==> src/rtl/seg7_scan_driver.sv <==
// Time-multiplexed driver for an 8-digit common-anode seven-segment display.
// Inputs are snapshotted once per frame; outputs are fully registered.
module seg7_scan_driver #(
    parameter int REFRESH_DIV  = 1000,
    parameter int GUARD        = 8,
    parameter int BLINK_FRAMES = 62
) (
    input  logic        clk,
    input  logic        reset,
    input  logic [31:0] digits,
    input  logic [7:0]  dp_en,
    input  logic [7:0]  blank,
    input  logic [7:0]  blink,
    output logic [7:0]  AN,
    output logic [7:0]  CN,
    output logic        frame_tick
);

    localparam int DIV_W = (REFRESH_DIV > 1) ? $clog2(REFRESH_DIV) : 1;
    localparam int FRM_W = (BLINK_FRAMES > 1) ? $clog2(BLINK_FRAMES) : 1;
    localparam logic [DIV_W-1:0] DIV_LAST = DIV_W'(REFRESH_DIV - 1);
    localparam logic [FRM_W-1:0] FRM_LAST = FRM_W'(BLINK_FRAMES - 1);

    // Active-low {g,f,e,d,c,b,a} pattern for one hex nibble.
    function automatic logic [6:0] hex_to_seg(input logic [3:0] nib);
        logic [6:0] seg;
        case (nib)
            4'h0: seg = 7'h40;
            4'h1: seg = 7'h79;
            4'h2: seg = 7'h24;
            4'h3: seg = 7'h30;
            4'h4: seg = 7'h19;
            4'h5: seg = 7'h12;
            4'h6: seg = 7'h02;
            4'h7: seg = 7'h78;
            4'h8: seg = 7'h00;
            4'h9: seg = 7'h10;
            4'hA: seg = 7'h08;
            4'hB: seg = 7'h03;
            4'hC: seg = 7'h46;
            4'hD: seg = 7'h21;
            4'hE: seg = 7'h06;
            default: seg = 7'h0E;
        endcase
        return seg;
    endfunction

    logic [DIV_W-1:0] div_cnt;
    logic [2:0]       idx;
    logic [FRM_W-1:0] frame_cnt;
    logic             phase;
    logic             first_load;
    logic [31:0]      snap_digits;
    logic [7:0]       snap_dp;
    logic [7:0]       snap_blank;
    logic [7:0]       snap_blink;

    logic       load;
    logic       dark;
    logic [3:0] cur_nib;
    logic [7:0] an_next;
    logic [7:0] cn_next;

    always_comb begin
        load    = (idx == 3'd0) && (div_cnt == '0);
        cur_nib = snap_digits[{idx, 2'b00} +: 4];
        dark    = (int'(div_cnt) < GUARD) || snap_blank[idx] || (snap_blink[idx] && !phase);
        an_next = 8'hFF;
        cn_next = 8'hFF;
        if (!dark) begin
            an_next = ~(8'b1 << idx);
            cn_next = {~snap_dp[idx], hex_to_seg(cur_nib)};
        end
    end

    // Scan counters, snapshot, blink phase and output registers
    always_ff @(posedge clk) begin
        if (!reset) begin
            div_cnt     <= '0;
            idx         <= 3'd0;
            frame_cnt   <= '0;
            phase       <= 1'b1;
            first_load  <= 1'b1;
            snap_digits <= 32'h0;
            snap_dp     <= 8'h0;
            snap_blank  <= 8'h0;
            snap_blink  <= 8'h0;
            AN          <= 8'hFF;
            CN          <= 8'hFF;
            frame_tick  <= 1'b0;
        end else begin
            if (div_cnt == DIV_LAST) begin
                div_cnt <= '0;
                idx     <= idx + 3'd1;
            end else begin
                div_cnt <= div_cnt + 1'b1;
            end

            frame_tick <= load;
            AN         <= an_next;
            CN         <= cn_next;

            if (load) begin
                snap_digits <= digits;
                snap_dp     <= dp_en;
                snap_blank  <= blank;
                snap_blink  <= blink;
                // The frame right after reset starts the blink period rather than counting in it.
                if (first_load) begin
                    first_load <= 1'b0;
                end else if (frame_cnt == FRM_LAST) begin
                    frame_cnt <= '0;
                    phase     <= ~phase;
                end else begin
                    frame_cnt <= frame_cnt + 1'b1;
                end
            end
        end
    end

endmodule

==> config.mk <==
export PLATFORM = sky130hd
export DESIGN_NAME = seg7_scan_driver
export DESIGN_NICKNAME = d
export VERILOG_FILES = /design/src/rtl/seg7_scan_driver.sv
export SDC_FILE = /design/constraint.sdc
export NUM_CORES = 1
export LEC_CHECK = 0
export BUFFER_PORTS_ARGS = -buffer_cell sky130_fd_sc_hd__buf_2
export CORE_MARGIN = 4
export CORE_UTILIZATION = 55
export CTS_CLUSTER_SIZE = 12
export DETAILED_ROUTE_END_ITERATION = 7
export PLACE_DENSITY_LB_ADDON = 0.2
export SLEW_MARGIN = 20
export SYNTH_ARGS = -nofsm -noshare
export SYNTH_HDL_FRONTEND = slang
export SYNTH_SLANG_ARGS = --single-unit
==> constraint.sdc <==
create_clock -name clk -period 2.77 [get_ports clk]
set_input_delay 0 -clock clk [delete_from_list [all_inputs] [get_ports clk]]
set_output_delay 0 -clock clk [all_outputs]
set_load 0.005 [all_outputs]
==> Flow_metrics.wiki <==
{| class="wikitable"
! Metric !! Value
|-
| Max Cap Viol || 0
|-
| Most frequent cell after synthesis || sky130_fd_sc_hd__nand2_1
|-
| List of cells traversed by the critical path || inv_1 > ha_1 > and4bb_1 > nand4_1 > buf_4 > buf_4 > nand2_1 > a21boi_0
|-
| Crit-path max cell delay || 0.63 ns
|-
| Syn_nets || 526
|-
| Vias per Instance || 5.110
|-
| Fillcell total || 541
|-
| Final sum of negative setup slack || 0 ns
|-
| Share of synthesized registers carrying an async set or reset || 0%
|-
| Inserted Clock Buffers || 9
|-
| Critical path's most frequent cell || sky130_fd_sc_hd__buf_4
|-
| Cell type of the slowest stage on the worst timing path || sky130_fd_sc_hd__dfxtp_1
|-
| Number of nets in the finished design || 650
|-
| CP Data Required Time || 3.04 ns
|-
| Number of standard cells after synthesis || 453
|-
| Clk Tree Root Cell || sky130_fd_sc_hd__clkbuf_8
|-
| Max Transition Viols Final || 0
|-
| Clock tree from TritonCTS || yes
|-
| Syn-to-layout area delta || 28.35%
|-
| Hold Worst Slack || 0.04232 ns
|-
| CTS H-tree lvls || 3
|-
| Insertion delay to the later sink of the worst-skew pair || 0.35 ns
|-
| Number of I/O port buffers || 74
|-
| Number of hold-slack violations in the final timing report || 0
|-
| Max IR drop VDD || 0.0003070 V
|-
| Sequential cell area || 1882 sq um
|-
| Area occupied by multi-input gates || 2107 sq um
|-
| Number of placed I/O pins || 75
|-
| Largest net degree at the start of global routing || 58
|-
| Kind of cell with the highest combined delay on the critical path || buffers and inverters
|-
| Post-layout worst setup margin || 0.3171 ns
|-
| Per-cell routed wire length || 13.50 um
|-
| Min cycle time layout || 2.453 ns
|-
| Worst Max-Slew Pin Slew || 0.5582 ns
|-
| Overflow after GRT || 0
|-
| Portion of the post-synthesis area used by sequential elements || 45.17%
|-
| Leakage component of the power || 2.205 nW
|-
| Share of the clock period used by the worst path after layout || 88.55%
|-
| DRC viols || 0
|-
| Setup repair after global routing missed its margin || false
|-
| # rows || 31
|-
| Fin cells || 682
|-
| Class of the worst hold path || input pin to flop
|-
| Die height || 95.04 um
|-
| Kind of critical path || flop to flop
|-
| Data arrival, critical path || 2.72 ns
|-
| Kind of launch point of the worst setup path || flop
|-
| Clock edge transition at the registers on the reported setup and hold paths || 0.09 ns
|-
| Critical path endpoint category || flop
|-
| Leading register cell type out of synthesis || sky130_fd_sc_hd__dfxtp_1
|-
| Number of design-rule violations left by the first detailed-router iteration || 193
|-
| Buffers & Inverters on Critical Path || 3
|-
| Vias in the first global route || 3296
|-
| Aggregate global-route resource usage || 21.81%
|-
| Final Core Density || 73.34%
|-
| # placed instances || 609
|-
| Cell type with the largest total area after synthesis || sky130_fd_sc_hd__dfxtp_1
|-
| Total Routed Length || 9204 um
|-
| Final setup skew || 0.009055 ns
|-
| Worst slack at placement || 0.3653 ns
|-
| Synth unique cells || 43
|-
| Post-cts resize count || 0
|-
| Summed instance area of the synthesized netlist || 4166 sq um
|-
| Maximum fanout encountered on the critical timing path || 33
|-
| Fraction of final layout cells sized beyond drive strength 1 || 20.62%
|-
| Commonest cells in the synthesized netlist || sky130_fd_sc_hd__nand2_1, sky130_fd_sc_hd__dfxtp_1, sky130_fd_sc_hd__a21boi_0
|-
| 1st-pass router iterations || 5
|-
| Synthesized area divided by synthesized cell count || 9.198 sq um
|-
| Final RePlAce weighted congestion || 0.8305
|-
| Setup-violating endpoint count in the final report || 0
|-
| Syn. warnings || 0
|-
| CTS Buffer Depth || 2
|-
| Vias || 3485
|-
| Initial core utilization || 57.14%
|-
| Synthesis-stage register bit count || 94
|-
| Core area || 7292 sq um
|-
| Cell area power density || 522.3 nW/um^2
|-
| Floorplan die area || 9032 sq um
|-
| Area share of the leading cell type in the synthesized netlist || 45.17%
|-
| Wire length of the first global-routing pass || 15370 um
|-
| Max frequency || 0.4077 GHz
|-
| Cell types occupying the most area after synthesis || sky130_fd_sc_hd__dfxtp_1, sky130_fd_sc_hd__nand2_1, sky130_fd_sc_hd__a21boi_0
|-
| Initial antenna violation count || 0
|-
| Max transition margin || 62.44%
|-
| HPWL after DPL || 5890 um
|-
| X dimension of the die || 95.04 um
|-
| Antenna Nets Post-Route || 0
|-
| Clock net sink count || 94
|-
| Outcome || finished clean
|-
| Count of flip-flops with a built-in enable after synthesis || 0
|}
metrics by stage:
stage / area (sq um) / power (mW)
after floorplan: 4167 / 1.763
after global placement: 4596 / 1.864
after detailed placement: 4596 / 1.877
after CTS: 5345 / 2.808
after global routing: 5345 / 2.924
final: 5348 / 2.793
cell type report:
class                      instances  share of cell area (%)
antenna                            1                 0.04679
tap                               99                   2.316
clock inverter                     7                   1.217
inverter                          12                  0.8423
clock buffer                       9                   2.316
timing repair buffer             139                   18.67
sequential                        94                   35.19
multi-input combinational        321                   39.40
flip-flops by register name (all words and copies together) (netlist names):
register and count:
snap_digits 32, idx 3, CN 8, first_load 1, div_cnt 10, frame_tick 1
snap_blink 8, AN 8, snap_dp 8, phase 1, frame_cnt 6, snap_blank 8
final timing paths:
kind,from,to,slack (ns),cells past startpoint
setup / recovery,idx[1],snap_digits[26],0.32,8
setup reg to reg,idx[1],snap_digits[26],0.32,8
hold reg to reg,snap_dp[0],snap_dp[0],0.46,2
hold / removal,reset,first_load,0.04,2
cells in the final DEF, fill, tap and decap left out, types with 2 or more instances in the layout:
cell and count:
sky130_fd_sc_hd__a21boi_0 52, sky130_fd_sc_hd__a21boi_1 4, sky130_fd_sc_hd__and2_1 8, sky130_fd_sc_hd__and3_1 2, sky130_fd_sc_hd__buf_2 74, sky130_fd_sc_hd__buf_4 9
sky130_fd_sc_hd__clkbuf_8 9, sky130_fd_sc_hd__clkinv_2 4, sky130_fd_sc_hd__clkinvlp_4 2, sky130_fd_sc_hd__dfxtp_1 94, sky130_fd_sc_hd__dlygate4sd3_1 56, sky130_fd_sc_hd__ha_1 15
sky130_fd_sc_hd__inv_1 11, sky130_fd_sc_hd__mux2i_1 6, sky130_fd_sc_hd__mux4_2 14, sky130_fd_sc_hd__nand2_1 140, sky130_fd_sc_hd__nand2b_1 2, sky130_fd_sc_hd__nand3_1 11
sky130_fd_sc_hd__nand4_1 3, sky130_fd_sc_hd__nor2_1 18, sky130_fd_sc_hd__nor2b_1 2, sky130_fd_sc_hd__nor3_1 4, sky130_fd_sc_hd__nor4_1 2, sky130_fd_sc_hd__o211ai_1 3
sky130_fd_sc_hd__o21ai_0 2, sky130_fd_sc_hd__o21ai_1 2, sky130_fd_sc_hd__xnor2_1 11, sky130_fd_sc_hd__xor2_1 3
repair_timing:
item	in CTS	in global routing
hold endpoints to repair	56	0
hold buffers	56	0
setup buffers	0	0
cells by family (layout without fill, tap and decap cells):
family                     count (synthesis)  in the layout  share of synthesized area (%)
and+or+nand+nor                          200            200                          20.45
DFF                                       94             94                          45.17
AOI/OAI and AO/OA                         69             69                          12.34
buffers and inverters                     38            167                          4.444
muxes                                     23             23                          10.15
adders and majority gates                 15             15                          4.505
xor gates and xnor gates                  14             14                          2.943
other                                      0              1                              0
layer usage:
layer / GRT usage, % / vias to the layer above / wire, um
li1: - / 1756 / -
met1: 28.70 / 1626 / 4107
met2: 36.23 / 90 / 4556
met3: 3.552 / 13 / 419
met4: 8.053 / 0 / 120
met5: 0 / - / 0
power by group:
group	internal [mW]	leakage, nW	switching [mW]
registers	1.44	0.770	0.0488
clock network	0.411	0.0948	0.470
logic	0.209	1.34	0.219
Power figures use the tool's default switching activity.
